--- src/rtl/run_limit_serializer.sv ---
// run_limit_serializer: MSB-first word serialiser that inserts a complementary
// stuff bit after every MAX_RUN identical consecutive line bits.
// Optional build macro: RLS_STATS_EN enables the 16-bit stuffed-bit counter
// on stuff_cnt_o. Without it, stuff_cnt_o is tied to zero.
//
// state   | meaning
// --------+-----------------------------------------------------------
// S_IDLE  | line quiet, tx_valid low, run cleared, ready for a word
// S_SHIFT | a data bit of the current word is on the line
// S_STUFF | a stuffed (complement of previous) bit is on the line
//
// All line registers describe the bit that is on the line in the current
// cycle. That bit is launched on the edge that enters the cycle. run_q and
// last_q already include that bit.
module run_limit_serializer #(
    parameter int W       = 8,
    parameter int MAX_RUN = 2
) (
    input  logic         clk,
    input  logic         rst,
    input  logic         in_valid_i,
    input  logic [W-1:0] in_data_i,
    output logic         in_ready_o,
    output logic         tx_bit_o,
    output logic         tx_valid_o,
    output logic         tx_stuff_o,
    output logic         busy_o,
    output logic [15:0]  stuff_cnt_o
);

    localparam int IW = $clog2(W);
    localparam int RW = $clog2(MAX_RUN + 1);

    localparam logic [1:0] S_IDLE  = 2'd0;
    localparam logic [1:0] S_SHIFT = 2'd1;
    localparam logic [1:0] S_STUFF = 2'd2;

    localparam logic [RW-1:0] RUN_MAX = RW'(MAX_RUN);
    localparam logic [RW-1:0] RUN_ONE = RW'(1);

    logic [1:0]    state_q, state_d;
    logic [W-1:0]  shreg_q, shreg_d;
    logic [IW-1:0] idx_q,   idx_d;
    logic [RW-1:0] run_q,   run_d;
    logic          last_q,  last_d;
    logic          bit_q,   bit_d;

    logic word_end;
    logic ready;
    logic accept;
    logic fin;
    logic step;
    logic ld_data;
    logic nb;

    // Final line cycle of a word: last data bit with no stuff pending, or the
    // trailing stuff after the last data bit (idx is kept at 0 through it).
    always_comb begin
        word_end = ((state_q == S_SHIFT) && (idx_q == '0) && (run_q != RUN_MAX)) ||
                   ((state_q == S_STUFF) && (idx_q == '0));
        ready    = !rst && ((state_q == S_IDLE) || word_end);
        accept   = in_valid_i && ready;
    end

    // Next-state: pick the next line bit and update the run tracker for it.
    always_comb begin
        state_d = state_q;
        shreg_d = shreg_q;
        idx_d   = idx_q;
        run_d   = run_q;
        last_d  = last_q;
        bit_d   = bit_q;
        fin     = 1'b0;
        step    = 1'b0;
        ld_data = 1'b0;
        nb      = 1'b0;

        case (state_q)
            S_IDLE: begin
                run_d = '0;
            end
            S_SHIFT: begin
                if (run_q == RUN_MAX) begin
                    state_d = S_STUFF;
                    bit_d   = ~last_q;
                    last_d  = ~last_q;
                    run_d   = RUN_ONE;
                end else if (idx_q == '0) begin
                    fin = 1'b1;
                end else begin
                    step = 1'b1;
                end
            end
            S_STUFF: begin
                if (idx_q == '0) begin
                    fin = 1'b1;
                end else begin
                    step = 1'b1;
                end
            end
            default: begin
                state_d = S_IDLE;
                run_d   = '0;
            end
        endcase

        if (accept) begin
            shreg_d = in_data_i;
            idx_d   = IW'(W - 1);
            nb      = in_data_i[W-1];
            ld_data = 1'b1;
        end else if (fin) begin
            state_d = S_IDLE;
            run_d   = '0;
            bit_d   = 1'b0;
        end else if (step) begin
            idx_d   = idx_q - 1'b1;
            nb      = shreg_q[idx_d];
            ld_data = 1'b1;
        end

        // A run continues only if the previous line bit was live (run != 0).
        if (ld_data) begin
            state_d = S_SHIFT;
            bit_d   = nb;
            last_d  = nb;
            run_d   = ((nb == last_q) && (run_q != '0)) ? run_q + 1'b1 : RUN_ONE;
        end
    end

    // Line state registers with synchronous reset.
    always_ff @(posedge clk) begin
        if (rst) begin
            state_q <= S_IDLE;
            shreg_q <= '0;
            idx_q   <= '0;
            run_q   <= '0;
            last_q  <= 1'b0;
            bit_q   <= 1'b0;
        end else begin
            state_q <= state_d;
            shreg_q <= shreg_d;
            idx_q   <= idx_d;
            run_q   <= run_d;
            last_q  <= last_d;
            bit_q   <= bit_d;
        end
    end

`ifdef RLS_STATS_EN
    logic [15:0] scnt_q;

    // Count every stuff cycle; wraps naturally at 16 bits.
    always_ff @(posedge clk) begin
        if (rst) begin
            scnt_q <= '0;
        end else if (state_q == S_STUFF) begin
            scnt_q <= scnt_q + 16'd1;
        end
    end

    assign stuff_cnt_o = scnt_q;
`else
    assign stuff_cnt_o = 16'd0;
`endif

    assign in_ready_o = ready;
    assign tx_bit_o   = bit_q;
    assign tx_valid_o = (state_q != S_IDLE);
    assign tx_stuff_o = (state_q == S_STUFF);
    assign busy_o     = (state_q != S_IDLE);

endmodule
--- config.mk ---
export PLATFORM = sky130hd
export DESIGN_NAME = run_limit_serializer
export DESIGN_NICKNAME = d
export VERILOG_FILES = /design/src/rtl/run_limit_serializer.sv
export SDC_FILE = /design/constraint.sdc
export NUM_CORES = 1
export LEC_CHECK = 0
export CORE_ASPECT_RATIO = 1.75
export CORE_MARGIN = 4
export CORE_UTILIZATION = 35
export CTS_BUF_LIST = sky130_fd_sc_hd__clkbuf_4 sky130_fd_sc_hd__clkbuf_8
export DETAILED_ROUTE_END_ITERATION = 6
export PLACE_DENSITY = 0.58
export SLEW_MARGIN = 30
export SYNTH_ARGS = -nofsm -noshare
export SYNTH_HDL_FRONTEND = slang
export SYNTH_SLANG_ARGS = --single-unit
export TNS_END_PERCENT = 20
--- constraint.sdc ---
create_clock -name clk -period 2.47 [get_ports clk]
set_clock_uncertainty 0.1 [all_clocks]
set_input_delay 0.3705 -clock clk [delete_from_list [all_inputs] [get_ports clk]]
set_output_delay 0.3705 -clock clk [all_outputs]
set_load 0.05 [all_outputs]
Word-level counts from Yosys, hierarchy flattened
Index checks and enable logic that the tools add are counted.
{"block": "word_totals", "ff_bits": 17, "in_bits": 11, "out_inout_bits": 21, "elab_cells": 73}
{"block": "classes", "n_addsub": 2, "n_lt_le_gt_ge": 1, "eq_ne": 6, "mux": 36, "bitwise": 1, "reduce_logical": 20}
{"op": "1-bit 2-to-1 mux", "n": 20}
{"op": "2-bit 2-to-1 mux", "n": 8}
{"op": "2-bit nonzero test", "n": 5}
{"op": "3-bit 2-to-1 mux", "n": 3}
{"op": "2-bit one-hot mux with 2 select lines", "n": 2}
{"op": "1-bit logical AND", "n": 6}
{"op": "2-bit == test, second input constant", "n": 2}
{"op": "3-bit by 4-bit less-than comparator with 1-bit output, second input constant", "n": 1}
{"op": "2-bit inequality test, second input constant", "n": 2}
{"op": "1-bit one-hot mux with 2 select lines", "n": 2}
{"op": "2-bit AND reduction", "n": 2}
{"op": "2-bit OR reduction", "n": 2}
{"op": "1-bit binary-select mux with 3-bit select", "n": 1}
{"op": "3-bit logical NOT", "n": 1}
{"op": "3-bit by 1-bit subtractor with 3-bit output, second input constant", "n": 1}
{"op": "2-bit by 1-bit adder with 2-bit output, second input constant", "n": 1}
{"op": "2-bit by 1-bit == test with 1-bit output, second input constant", "n": 1}
{"op": "2-bit logical NOT", "n": 1}
{"op": "1-bit logical OR", "n": 2}
{"op": "1-bit == test", "n": 1}
{"op": "1-bit logical NOT", "n": 1}
{"op": "1-bit inverter", "n": 1}

Longest topological paths before layout
Gate-level depths: netlist (run 1).
{"block": "depth", "depth_word": 12, "mapped_depth": 7, "ltp_nobuf": 6}

Worst setup path after synthesis (run 1)
No wires, ideal clock.
{"block": "synth_path", "kind": "register to output", "start": "register state_q[0]", "end": "output in_ready_o", "arrival_time_ns": 2.034, "required_ns": 1.999, "slack_ns": -0.034, "path_stages_with_launch": 7, "n_path_buf": 0, "cell_sequence": "dfxtp_1 > inv_1 > ha_1 > or2_2 > or2_2 > o21ai_0 > nor2_1"}
{"block": "synth_via", "elab_cells_between_ends": 9, "classes_between": "eq/ne: 2; reduce/logical: 7"}
{"element": "from (decl)", "line": "41", "source": "logic [1:0] state_q, state_d;"}
{"element": "from (signal assigned)", "line": "141", "source": "state_q <= state_d;"}
{"element": "2-bit == test"}
{"element": "named net tx_stuff_o", "line": "26", "source": "output logic tx_stuff_o,"}
{"element": "1-bit logical AND", "line": "60", "source": "((state_q == S_STUFF) && (idx_q == '0));"}
{"element": "1-bit logical OR", "line": "59", "source": "word_end = ((state_q == S_SHIFT) && (idx_q == '0) && (run_q != RUN_MAX)) ||"}
{"element": "1-bit logical OR", "line": "61", "source": "ready = !rst && ((state_q == S_IDLE) || word_end);"}
{"element": "1-bit logical AND", "line": "61"}
{"element": "to (decl)", "line": "23", "source": "output logic in_ready_o,"}
The timed path passes the listed nets, and every way through them passes these cells.

Final worst setup path (run 1)
{"block": "layout_path", "start": "register state_q[0]", "end": "output in_ready_o"}
{"block": "layout_via", "elab_chain_len": 6, "elab_cells_between_ends": 9, "classes_between": "eq/ne: 2; reduce/logical: 7"}
{"element": "2-bit by 1-bit == test with 1-bit output", "line": "59"}
{"element": "1-bit logical AND (2 in series)", "line": "59"}
{"element": "1-bit logical OR", "line": "59"}
{"element": "1-bit logical OR *", "line": "61"}
{"element": "1-bit logical AND *", "line": "61"}
Every way passes the cells marked *; elsewhere a longest branch is shown, timed or not.

==> impl_metrics.tcl, run 1 <==
set metrics [dict create \
    status "finished, final reports clean" \
    vdd_drop_max_mv 0.360 \
    design_area_um2 1370 \
    hold_class "register to register" \
    cap_viol_max_count 0 \
    viasPerCell 4.66 \
    first_global_vias 866 \
    fin_util_pct 43.0 \
    p_leak_nw 0.574 \
    post_cts_buffers 0 \
    grtUsageMet2_pct 18.6 \
    clockBufferDepth 2 \
    grt_setup_unrepaired "no" \
    ys_seq_elements 17 \
    avgRoutedWirePerCell_um 12.0 \
    reg2reg_slack_ns 0.39 \
    synthArstFlopShare_pct 0 \
    synth_cell_types 38 \
    place_area_um2 1310 \
    routabilityCongestion 0.906 \
    timing.fmax_mhz 427 \
    dr_total_vias 886 \
    dp_slack_ns 0.275 \
    path_common_cell "or2_2" \
    slew_headroom_pct 65.9 \
    grt-ovfl-total 0 \
    cp_data_required_time_ns 2.00 \
    hold_path_end "shreg_q[6]$_SDFFE_PP0P_" \
    critPathKind "register to output port" \
    synth_area_per_cell_um2 9.03 \
    cts_root_buf "clkbuf_8" \
    drive_gt1_share_pct 13.6 \
    power.density_nw_per_um2 566 \
    initial_utilization_pct 37.0 \
    max_slew.worst_pin.slew_ns 0.511 \
    yosys_warnings 0 \
    worst_setup_path_end_kind "output port" \
    critical-path-top-delay-family "simple AND/OR/NAND/NOR gates" \
    grt_usage_pct 11.1 \
    grt_max_degree 18 \
    clock_sinks 17 \
    n_antenna_cell 0 \
    clk_latency_ns 0.25 \
    drc_errors 0 \
    syn-cell-area_um2 1170 \
    synth_cells 130 \
    ioPinCount 32 \
    crit_slowest_cell "dfxtp_2" \
    use_met3_pct 1.95 \
    critPathArrivalTime_ns 1.87 \
    dp_cells 186 \
    crit_buf_inv 2 \
    path_clk_slew_ns 0.07 \
    antenna_found_initial 0 \
    setup_viol 0 \
    die_y_um 84.6 \
    rr_worst_depth 6 \
    met1_usage_pct 13.2 \
    cts_tree "built" \
    dr.first_iter.drc_count 27 \
    dr.pass1.iters 4 \
    period_needed_ns 2.34 \
    finalSetupTns_ns 0 \
    ant_nets 0 \
    setup_ws_ns 0.128 \
    area_delta_synth_final_pct 16.4 \
    core_area_um2 3180 \
    synth_edf_count 0 \
    ctsHoldBuffers 0 \
    synth.top_cell.area_share_pct 29.0 \
    grt_busiest_layer "met2" \
    dieArea_um2 4380 \
    hold_path_depth 2 \
    fin_nets 168 \
    hold_path_startpoint "shreg_q[6]$_SDFFE_PP0P_" \
    htree_levels 1 \
    r2r-start "run_q[0]$_SDFF_PP0_" \
    synth_commonest_cells "buf_4, dfxtp_1, nand2_1" \
    std_cell_rows 27 \
    cts_made_buffers 3 \
    totalWireLength_um 2280 \
    cp_max_fo 6 \
    cp_num_cells 7 \
    ys_seq_area_share_pct 29.0 \
    port_buffers 15 \
    slowest_delay_ns 0.37 \
    die_x_um 51.8 \
    crit_chain "inv_1 -> ha_2 -> or2_2 -> or2_2 -> o21ai_0 -> nor2_2 -> buf_4" \
    synth_largest_area_cell "dfxtp_1" \
    reg2reg_to "run_q[1]$_SDFF_PP0_" \
    fin_crit_sh_pct 94.8 \
    slew_violations 0 \
    grt_pass1_wl_um 3860 \
    start_kind "register" \
    fin_cells 190 \
    hold_violations 0 \
    dp_hpwl_um 1870 \
    synth-main-ff-cell "dfxtp_1" \
    synthTopCellsByArea "dfxtp_1, buf_4, ha_1" \
]
## layer usage
layer	share of wire, %	wire length [um]
met1	41	937
met4	1.4	31
met2	54	1240
met3	3.2	73
met5	0	0
## cell families (layout without fill, tap and decap cells)
kind of cell,Yosys count,count (layout),synth area share [%]
other,1,16,0.320
multiplexers,6,6,8.00
AO/OA/AOI/OAI,26,26,16.5
buffers and inverters,29,31,14.7
AND/OR/NAND/NOR,37,37,18.1
adder cells (fa/ha/maj),9,9,9.60
flip-flops,17,17,29.0
XOR/XNOR,5,5,3.73
## where the power goes
part / switching [W] / internal [W]
Sequential: 0.0000179 / 0.000298
Combinational: 0.000159 / 0.0000893
Clock: 0.0000973 / 0.000112
Total: 0.000274 / 0.000499
## what timing repair did
action,4_1_cts,5_1_grt
resized for setup,1,2
setup endpoints to repair,1,3
endpoints found under the hold margin,0,0
## sequential cells by signal (all words and copies together) (netlist names)
signal	cells
tx_bit_o	1
state_q	2
idx_q	3
run_q	2
shreg_q	8
last_q	1
## worst max-delay path by stage
stage | start | end | slack [ns]
after floorplan | state_q[0]$_SDFF_PP0_ | in_ready_o | 0.17
after detailed placement | state_q[0]$_SDFF_PP0_ | in_ready_o | 0.27
after global routing | state_q[1]$_SDFF_PP0_ | in_ready_o | 0.03
final | state_q[0]$_SDFF_PP0_ | in_ready_o | 0.13
after global placement | state_q[0]$_SDFF_PP0_ | in_ready_o | 0.31
after CTS | state_q[0]$_SDFF_PP0_ | in_ready_o | 0.02
## cells in the final DEF, fill, tap and decap left out, types with 2 or more instances in the layout
| cell type | n |
|---|---|
| buf_4 | 3 |
| mux4_1 | 2 |
| nor2_1 | 2 |
| nand2_1 | 12 |
| o211ai_1 | 2 |
| inv_1 | 10 |
| dfxtp_1 | 16 |
| mux2i_1 | 3 |
| o21ai_0 | 11 |
| a21oi_1 | 2 |
| or2_2 | 2 |
| clkdlybuf4s50_1 | 14 |
| nor2b_1 | 3 |
| nand2b_1 | 6 |
| clkbuf_8 | 3 |
| ha_1 | 7 |
| conb_1 | 16 |
| xnor2_1 | 5 |
| ha_2 | 2 |
| a31oi_1 | 3 |
## stage by stage
stage               hold slack (ns)  power (W)
global route                  0.391   0.000812
finish                        0.355   0.000774
detailed placement            0.348   0.000570
global placement              0.343   0.000567
CTS                           0.358   0.000779
floorplan                     0.331   0.000531
## worst reg2reg max path, stage by stage, from the launching register on
cell      delay (ns)
dfxtp_1         0.37
inv_1           0.08
ha_1            0.24
nor2b_4         0.22
o221ai_4        0.18
or4b_2          0.67
o22ai_1         0.14
## area by class of cell
type                    instances  area (um^2)
clock inverters                 1         5.00
repair buffers                 17          163
fillers                       344         1810
inverters                      10         37.5
flip-flops and latches         17          342
multi-input cells              99          724
clock buffers                   3         41.3
well taps                      43         53.8
No activity file was read; power rests on OpenSTA's default activity.
==> run 2, diff against run 1 <==
- ABC_CLOCK_PERIOD_IN_PS: not set -> 2470
==> results of run 2 <==
The final DEF is identical to that of run 1; final timing and power are the same.
==> run 3, diff against run 2 <==
- CELL_PAD_IN_SITES_DETAIL_PLACEMENT: not set -> 0
- CELL_PAD_IN_SITES_GLOBAL_PLACEMENT: not set -> 1
- PLACE_DENSITY: 0.58 -> 0.75
==> run 3 against run 2 <==
Critical path type unchanged. Clock power increased by 4%. Non-clock buffer count unchanged. Largest cell class unchanged. Count of clock-buffer cells in the layout increased by 1.
==> impl_metrics.tcl, run 3 (synthesis gave the netlist of run 1 again) <==
set metrics [dict create \
    grt-ovfl-total 0 \
    period_needed_ns 2.32 \
    clkPwrFrac_pct 27.8 \
    post_cts_buffers 0 \
    first_global_vias 863 \
    power.density_nw_per_um2 571 \
    crit_buf_inv 2 \
    clockBufferDepth 2 \
    reg.largest.list "shreg_q x8, idx_q x3" \
    cts_root_buf "clkbuf_8" \
    area_delta_synth_final_pct 16.6 \
    slowest_delay_ns 0.36 \
    hold_class "register to register" \
    r2r-start "run_q[0]$_SDFF_PP0_" \
    ctsHoldBuffers 0 \
    seqPwrFrac_pct 40.5 \
    cts_resized 0 \
    path_common_cell "or2_2" \
    hold_path_startpoint "shreg_q[7]$_SDFFE_PP0P_" \
    drc_errors 0 \
    status "finished, final reports clean" \
    ioPinCount 32 \
    grt_max_degree 17 \
    vdd_drop_max_mv 0.298 \
    crit_start "state_q[1]$_SDFF_PP0_" \
    p_leak_nw 0.574 \
    grt_setup_unrepaired "no" \
    crit_chain "inv_1 -> ha_2 -> or2_2 -> or2_2 -> o21ai_0 -> nor2_2 -> buf_4" \
    finalSetupTns_ns 0 \
    setup_viol 0 \
    totalWireLength_um 2400 \
    dr_total_vias 894 \
    antenna_found_initial 0 \
    clock_sinks 17 \
    grt_usage_pct 11.7 \
    start_kind "register" \
    crit_slowest_cell "dfxtp_1" \
    mostFrequentLayoutCells "conb_1, dfxtp_1, clkdlybuf4s50_1" \
    p_total_w 0.000782 \
    dp_hpwl_um 1970 \
    ant_nets 0 \
    n_antenna_cell 0 \
    dr.pass1.iters 4 \
    core_area_um2 3180 \
    cts_made_buffers 3 \
    path_clk_slew_ns 0.06 \
    avgRoutedWirePerCell_um 12.7 \
    switching_share_pct 34.5 \
    critPathArrivalTime_ns 1.85 \
    std_cell_rows 27 \
    p_sw_w 0.000269 \
    worst_setup_path_end_kind "output port" \
    die_x_um 51.8 \
    fin_nets 168 \
    critPathKind "register to output port" \
    cap_viol_max_count 0 \
    initial_utilization_pct 37.0 \
    htree_levels 1 \
    regMostFlops "shreg_q" \
    largest_register_ffs 8 \
    fin_crit_sh_pct 93.8 \
    dp_slack_ns 0.291 \
    critical-path-top-delay-family "simple AND/OR/NAND/NOR gates" \
    hold_violations 0 \
    drive_gt1_share_pct 13.6 \
    setup_ws_ns 0.153 \
    cp_max_fo 6 \
    internal_power_w 0.000512 \
    dr.first_iter.drc_count 17 \
    cp_data_required_time_ns 2.00 \
    combPwrFrac_pct 31.8 \
    grt_pass1_wl_um 3900 \
    die_y_um 84.6 \
    clk_latency_ns 0.25 \
    timing.fmax_mhz 432 \
    slew_violations 0 \
    port_buffers 15 \
    cts_tree "built" \
    routabilityCongestion 0.714 \
    viasPerCell 4.71 \
    dieArea_um2 4380 \
]
-- run 3: cell types whose count changed in the layout (fill, tap and decap cells not counted) --
cell / before / now
clkbuf_4: 0 / 1
clkinv_2: 1 / 0
-- run 3: worst register-to-register path, stage by stage, from the launching register on --
cell	delay [ns]
dfxtp_1	0.37
inv_1	0.07
ha_1	0.24
nor2b_4	0.21
o221ai_4	0.18
or4b_2	0.66
o22ai_1	0.14
-- run 3: power by group through the flow --
| stage | Clock, W | Combinational [W] | Sequential, W |
|---|---|---|---|
| floorplan | 0 | 0.000210 | 0.000321 |
| global placement | 0 | 0.000246 | 0.000322 |
| detailed placement | 0 | 0.000249 | 0.000323 |
| CTS | 0.000226 | 0.000250 | 0.000316 |
| global route | 0.000241 | 0.000269 | 0.000320 |
| finish | 0.000217 | 0.000248 | 0.000316 |
-- run 3: layer usage --
metal,share of wire (%),up-vias,GRT usage [%]
li1,-,455,-
met1,39,415,11.8
met5,0,-,0
met4,1.6,0,5.01
met3,3.9,5,2.31
met2,56,19,22.0
-- run 3: worst paths after layout --
kind | to | slack (ns) | depth (start not counted)
max | in_ready_o | 0.15 | 7
min | shreg_q[7]$_SDFFE_PP0P_ | 0.36 | 2
max reg2reg | run_q[1]$_SDFF_PP0_ | 0.42 | 6
min reg2reg | shreg_q[7]$_SDFFE_PP0P_ | 0.36 | 2
-- run 3: metrics by stage --
stage | utilization (%) | hold slack [ns] | cell area, um^2 | std cells
final | 43.1 | 0.355 | 1370 | 190
after detailed placement | 41.4 | 0.347 | 1310 | 186
after global routing | 43.1 | 0.373 | 1370 | 190
after global placement | 41.4 | 0.348 | 1310 | 186
after floorplan | - | 0.331 | 1230 | 145
after CTS | 42.9 | 0.356 | 1360 | 190
-- run 3: layout make-up --
| type | instances | area [um^2] |
|---|---|---|
| Inverter | 10 | 37.5 |
| Sequential cell | 17 | 342 |
| Fill cell | 359 | 1810 |
| Tap cell | 43 | 53.8 |
| Timing Repair Buffer | 17 | 163 |
| Multi-Input combinational cell | 99 | 724 |
| Clock buffer | 4 | 48.8 |
